==> config.mk <==
export PLATFORM = sky130hd
export DESIGN_NAME = term_accumulator
export DESIGN_NICKNAME = d
export VERILOG_FILES = /design/src/rtl/term_acc_pkg.sv /design/src/rtl/term_acc_addsat.sv /design/src/rtl/term_accumulator.sv
export SDC_FILE = /design/constraint.sdc
export NUM_CORES = 1
export LEC_CHECK = 0
export CORE_MARGIN = 2
export CORE_UTILIZATION = 54
export CTS_BUF_LIST = sky130_fd_sc_hd__clkbuf_16
export DETAILED_ROUTE_END_ITERATION = 8
export MAX_ROUTING_LAYER = met4
export PLACE_DENSITY = 0.85
export SLEW_MARGIN = 20
export SYNTH_ARGS = -nofsm -noshare
export SYNTH_HDL_FRONTEND = slang
export SYNTH_HIERARCHICAL = 1
export SYNTH_SLANG_ARGS = --single-unit
==> constraint.sdc <==
create_clock -name CLK -period 3.4 [get_ports CLK]
set_input_delay 1.02 -clock CLK [delete_from_list [all_inputs] [get_ports CLK]]
set_output_delay 1.02 -clock CLK [all_outputs]
set_load 0.005 [all_outputs]
==> src/rtl/term_acc_pkg.sv <==
// Shared types and default widths for the term accumulator and its adder slice.
package term_acc_pkg;

  typedef enum logic [1:0] {
    IDLE  = 2'd0,
    ACCUM = 2'd1,
    DONE  = 2'd2
  } state_t;

  localparam int TERM_SIZE_DEF = 9;
  localparam int NUM_TERMS_DEF = 4;
  localparam int ACC_WIDTH_DEF = 16;
  localparam int COUNT_W       = 8;

endpackage

==> src/rtl/term_acc_addsat.sv <==
// Combinational accumulator + term add with carry detect; saturates instead of
// wrapping when TERM_ACC_SATURATE_EN is defined.
module term_acc_addsat
  import term_acc_pkg::*;
#(
  parameter int TERM_SIZE = TERM_SIZE_DEF,
  parameter int ACC_WIDTH = ACC_WIDTH_DEF
) (
  input  logic [ACC_WIDTH-1:0] acc,
  input  logic [TERM_SIZE-1:0] term,
  output logic [ACC_WIDTH-1:0] sum,
  output logic                 carry
);

  logic [ACC_WIDTH:0] full;

  assign full  = {1'b0, acc} + {{(ACC_WIDTH + 1 - TERM_SIZE){1'b0}}, term};
  assign carry = full[ACC_WIDTH];

`ifdef TERM_ACC_SATURATE_EN
  // Once clamped at all-ones, any nonzero term carries again, so it stays clamped.
  assign sum = carry ? {ACC_WIDTH{1'b1}} : full[ACC_WIDTH-1:0];
`else
  assign sum = full[ACC_WIDTH-1:0];
`endif

endmodule

==> src/rtl/term_accumulator.sv <==
// Sums groups of NUM_TERMS unsigned terms; sum valid the cycle after the last accept,
// held in DONE until Sum_Ready (no terms taken in DONE). Optional TERM_ACC_SATURATE_EN.
module term_accumulator
  import term_acc_pkg::*;
#(
  parameter int TERM_SIZE = TERM_SIZE_DEF,
  parameter int NUM_TERMS = NUM_TERMS_DEF,
  parameter int ACC_WIDTH = ACC_WIDTH_DEF
) (
  input  logic                 CLK,
  input  logic                 RST_N,
  input  logic                 Clear,
  input  logic [TERM_SIZE-1:0] In_Term,
  input  logic                 In_Valid,
  output logic                 In_Ready,
  output logic [ACC_WIDTH-1:0] Sum_Out,
  output logic                 Sum_Valid,
  input  logic                 Sum_Ready,
  output logic [COUNT_W-1:0]   Term_Count,
  output logic                 Overflow
);

  localparam logic [COUNT_W-1:0] CNT_ONE  = COUNT_W'(1);
  localparam logic [COUNT_W-1:0] CNT_LAST = COUNT_W'(NUM_TERMS);

  state_t               state, state_nxt;
  logic [ACC_WIDTH-1:0] acc, acc_nxt;
  logic [ACC_WIDTH-1:0] sum_q, sum_nxt;
  logic [ACC_WIDTH-1:0] add_sum;
  logic [COUNT_W-1:0]   cnt, cnt_nxt;
  logic                 ovf, ovf_nxt;
  logic                 add_carry;
  logic                 accept;

  term_acc_addsat #(
    .TERM_SIZE(TERM_SIZE),
    .ACC_WIDTH(ACC_WIDTH)
  ) u_addsat (
    .acc  (acc),
    .term (In_Term),
    .sum  (add_sum),
    .carry(add_carry)
  );

  assign In_Ready   = (state != DONE);
  assign Sum_Valid  = (state == DONE);
  assign Sum_Out    = sum_q;
  assign Term_Count = cnt;
  assign Overflow   = ovf;
  assign accept     = In_Valid && (state != DONE);

  always_ff @(posedge CLK) begin
    if (!RST_N) begin
      state <= IDLE;
    end else begin
      state <= state_nxt;
    end
  end

  always_comb begin
    state_nxt = state;
    acc_nxt   = acc;
    sum_nxt   = sum_q;
    cnt_nxt   = cnt;
    ovf_nxt   = ovf;
    if (Clear) begin
      state_nxt = IDLE;
      acc_nxt   = '0;
      sum_nxt   = '0;
      cnt_nxt   = '0;
      ovf_nxt   = 1'b0;
    end else begin
      case (state)
        IDLE: begin
          if (accept) begin
            acc_nxt = ACC_WIDTH'(In_Term);
            cnt_nxt = CNT_ONE;
            ovf_nxt = 1'b0;
            if (NUM_TERMS == 1) begin
              state_nxt = DONE;
              sum_nxt   = ACC_WIDTH'(In_Term);
            end else begin
              state_nxt = ACCUM;
            end
          end
        end
        ACCUM: begin
          if (accept) begin
            acc_nxt = add_sum;
            cnt_nxt = cnt + CNT_ONE;
            ovf_nxt = ovf | add_carry;
            if (cnt + CNT_ONE == CNT_LAST) begin
              state_nxt = DONE;
              sum_nxt   = add_sum;
            end
          end
        end
        DONE: begin
          // Sum_Out keeps the last group's value after the handshake.
          if (Sum_Ready) begin
            state_nxt = IDLE;
            cnt_nxt   = '0;
            ovf_nxt   = 1'b0;
          end
        end
        default: begin
          state_nxt = IDLE;
        end
      endcase
    end
  end

  always_ff @(posedge CLK) begin
    if (!RST_N) begin
      acc   <= '0;
      sum_q <= '0;
      cnt   <= '0;
      ovf   <= 1'b0;
    end else begin
      acc   <= acc_nxt;
      sum_q <= sum_nxt;
      cnt   <= cnt_nxt;
      ovf   <= ovf_nxt;
    end
  end

endmodule

Word-level counts from Yosys, hierarchy flattened
Cells that the tools add are included.

Input port bits: 14. Register bits after elaboration: 43.

Reduce and logical (&&, ||, !) cells: 9. Add/subtract/negate cells: 2. Eq/ne operators: 8. Multiplexer cells: 16. Bitwise gates (word level): 2.

Operator list (number): 16-bit 2-to-1 mux (2); 16-bit case mux with 2 select lines (1); 8-bit 2-to-1 mux (3); 8-bit case mux with 3 select lines (1); 16-bit by 9-bit adder with 17-bit output (1); 8-bit by 1-bit adder with 8-bit output, second input constant (1); 8-bit by 3-bit equality test with 1-bit output, second input constant (1); 2-bit 2-to-1 mux (4); 2-bit != test, second input constant (4); 4-bit AND reduction (2); 2-bit case mux with 3 select lines (1); 3-bit AND reduction (2); 1-bit 2-to-1 mux (3); 1-bit case mux with 3 select lines (1); 3-bit nonzero test (1); 2-bit by 1-bit equality test with 1-bit output, second input constant (1); 2-bit equality test, second input constant (1); 2-bit zero test (1); 2-bit by 1-bit != test with 1-bit output, second input constant (1); 2-bit nonzero test (1); 2-bit OR reduction (1); 1-bit logical AND (1); 1-bit NOT (1); 1-bit OR (1).

Longest topological paths before layout
Depth after elaboration: 5. Mapped depth: 9. Depth with buffers taken out: 9.

Modules after synthesis
Netlist, hierarchy kept.

By module, submodules not included: term_accumulator (seq. area each 860.8 µm², times used 1, area an instance 2077.0 µm², cells an instance 242); term_acc_addsat (seq. area each 0.0 µm², times used 1, area an instance 593.1 µm², cells an instance 72).

Least setup slack after synthesis
OpenSTA, ideal clock, no wires.

Kind: input-to-reg. Start point: input port In_Term[0]. End point: register acc[8]. Setup slack: 0.616 ns. Data required time: 3.314 ns. Arrival time: 2.698 ns. Cell stages on the path: 9. Cell sequence: ha_1 fa_1 a21o_1 a31oi_2 nand2_1 a21oi_2 xnor2_1 mux2i_1 a211oi_1.

Longest elaborated chain between the ends: 3.

RTL lines: start: declaration (RTL line term_accumulator.sv:13) `input logic [TERM_SIZE-1:0] In_Term,`; 16-bit by 9-bit adder with 17-bit output (RTL line term_acc_addsat.sv:17) `assign full = {1'b0, acc} + {{(ACC_WIDTH + 1 - TERM_SIZE){1'b0}}, term};`; via add_sum[8] (RTL line term_accumulator.sv:29) `logic [ACC_WIDTH-1:0] add_sum;`; 16-bit 2-to-1 mux (RTL line term_accumulator.sv:88) `if (accept) begin`; 16-bit case mux with 2 select lines (RTL line term_accumulator.sv:73) `case (state)`; end signal: assignment (RTL line term_accumulator.sv:120) `acc <= acc_nxt;`; end: declaration (RTL line term_accumulator.sv:27) `logic [ACC_WIDTH-1:0] acc, acc_nxt;`.

The timed path passes the listed nets, and every way through them passes these cells. The select of a mux whose other input is x is not followed. A chain may end at the register's enable or synchronous reset.

Worst setup path in the final report
Same ends and word-level chain as after synthesis.

==> metrics.yaml <==
timing:
  finalHoldViolCount: 0
  fin_skew_ns: 0.00608
  worst_pin_slew_ns: 0.842
  relSlewSlack: 0.439
  min_period_over_period: 0.920
  fmax_mhz: 320
  fin_tns_setup_ns: 0
  finalCriticalPeriod_ns: 3.13
  drv_slew: 0
  setup_viol: 0
  rsz0062_at_grt: "false"
setup_path:
  crit_type: "in -> reg"
  r2r_setup_slack_ns: 0.71
  critPathArrivalTime_ns: 3.33
  timing.rr.start: "Term_Count[1]"
  reg2regPathDepth: 7
  crit_fanout: 3
  r2r_end: "Sum_Out[8]"
  crit_path_end: "acc[8]"
  end_kind: "flop"
  critPathLaunchType: "input port"
  startpoint: "In_Term[0]"
  worst_ep_required_time_ns: 3.60
yosys:
  ys.flop_type: "dfxtp_1"
  yosysSeqAreaShare: 0.322
  synth_cell_types: 51
  synthArstFlopShare: 0
  yosysWarnings: 6
  synth_seq_cells: 43
  syn_inst: 314
  syn_area_um2: 2670
  avgSynthCellArea_um2: 8.50
  synth_edf_count: 0
  syn-num-nets: 343
clock_tree:
  clk_latency_ns: 0.29
  post_cts_resized: 0
  cts_buffer_depth: 2
  cts_max_level: 2
  post-cts-setup-buffers: 0
  cts_hold_buf: 0
  clk_pin_slew_ns: 0.06
  cts-root-buf: "clkbuf_16"
  cts_num_sinks: 43
  cts_made_buffers: 5
  cts_tree: "done"
die:
  die_y_um: 74.3
  dieArea_um2: 5520
  rows: 25
  die_w_um: 74.3
  initial_core_util: 0.562
  io_pins: 41
  core_um2: 4750
outcome:
  status: "finished clean"
placement:
  hpwlAfterDp_um: 4520
  place_congestion: 0.877
  place_area_um2: 3100
  io_buffers: 40
final_layout:
  fin_util: 0.683
  num_antenna_cells: 0
  stdcell_area_um2: 3250
  area_delta_synth_final_pct: 21.6
  nets: 376
  drive_above_1_share: 0.0977
routing:
  wl_um: 6890
  viasPerCell: 6.25
  drt_iter0_drc: 248
  dr_total_vias: 2593
  wire_per_inst_um: 16.6
  firstDrtPassIters: 5
  ant_nets: 0
  drc: 0
pwr:
  peakVddDrop_v: 0.000218
  power.leakage_nw: 1.15
  power_density_nw_per_um2: 357
  fin_total_pwr_mw: 1.16
min_path:
  hp-class: "reg -> reg"
global_routing:
  grtUsageTotal: 0.271
  globalRouteOverflowTotal: 0
  grt_max_degree: 40
  grt_pass1_wl_um: 11200
  grt_pass1_vias: 2371
  antenna_found_initial: 0
job:
  maxCapViolations: 0
state kept, by name, summed over array words and instances, names as in the netlist:
name        cells
acc            16
Sum_Out        16
state           2
Term_Count      8
Overflow        1
layout make-up:
cell class | instances | area, um2
Tap cell | 67 | 83.8
Clock inverter | 3 | 16.3
Sequential cell | 43 | 861
Clock buffer | 5 | 125
Inverter | 5 | 18.8
Multi-Input combinational cell | 246 | 1700
Timing Repair Buffer | 46 | 445
Fill cell | 394 | 1510
logic make-up after synthesis:
logic type               after synthesis  synth area share
XOR/XNOR                              12            0.0394
AO/OA/AOI/OAI                        101             0.258
AND/OR/NAND/NOR                      109             0.231
buffers and inverters                 25            0.0426
adder cells (fa/ha/maj)               15            0.0731
multiplexers                           9            0.0337
flip-flops                            43             0.322
where the power goes:
group	switching, mW	leakage, nW	total, mW	internal, mW
Clock	0.204	0.0710	0.473	0.268
Sequential	0.00484	0.348	0.516	0.511
Combinational	0.103	0.731	0.171	0.0684
Total	0.312	1.15	1.16	0.848
Yosys cell counts, types with 7 or more instances:
| cell | instances | area, um2 |
|---|---|---|
| dfxtp_1 | 43 | 861 |
| nor2_1 | 32 | 120 |
| a21oi_1 | 29 | 145 |
| nand4_1 | 21 | 131 |
| o31ai_1 | 16 | 120 |
| ha_1 | 14 | 175 |
| nand2_1 | 13 | 48.8 |
| a211oi_1 | 12 | 90.1 |
| clkbuf_1 | 12 | 45.0 |
| mux2i_1 | 9 | 90.1 |
| o21ai_0 | 9 | 45.0 |
| a22oi_1 | 8 | 60.1 |
| and3_1 | 7 | 43.8 |
worst max-delay path, cell delays in order:
cell             delay, ns
clkdlybuf4s50_1       0.42
ha_1                  0.24
fa_1                  0.41
a21o_1                0.24
a31oi_2               0.24
nand2_1               0.10
a21oi_2               0.16
xnor2_1               0.15
mux2i_1               0.11
a211oi_1              0.25
worst min path at each step:
stage                      startpoint           to  slack [ns]  cells after the start
after global placement     Sum_Out[3]   Sum_Out[3]        0.46                      2
final                     Sum_Out[15]  Sum_Out[15]        0.47                      2
after global routing      Sum_Out[14]  Sum_Out[14]        0.50                      2
after floorplan            Sum_Out[0]   Sum_Out[0]        0.46                      2
after detailed placement   Sum_Out[7]   Sum_Out[7]        0.47                      2
after CTS                  Sum_Out[7]   Sum_Out[7]        0.48                      2
layout by cell type (no fill, tap or decap), types with 5 or more instances in the layout:
cell,n
mux2i_1,9
o31ai_1,16
clkbuf_16,5
xor2_1,6
and3_1,7
nor2_1,32
a21oi_1,29
a211oi_1,12
xnor2_1,6
inv_1,6
buf_4,6
nand4_1,21
o21ai_0,9
nand3_1,6
dfxtp_1,43
ha_1,14
nand2_1,13
a22oi_1,8
a21o_1,5
clkdlybuf4s50_1,40
routing by layer:
layer  global-route usage  up-vias  part of all wire
li1                     -     1250                 -
met1                0.353     1209              0.45
met2                0.409      117              0.45
met3               0.0488       17             0.069
met4                0.127        0             0.026
met5                    -        -                 0
per-stage QoR:
| step | worst slack [ns] | instances | hold slack [ns] |
|---|---|---|---|
| finish | 0.271 | 415 | 0.472 |
| global route | 0.166 | 415 | 0.499 |
| CTS | 0.285 | 415 | 0.475 |
| detailed placement | 0.00198 | 407 | 0.466 |
| global placement | 0.0821 | 407 | 0.458 |
| floorplan | 0.616 | 314 | 0.465 |
Power figures use the tool's default switching activity.
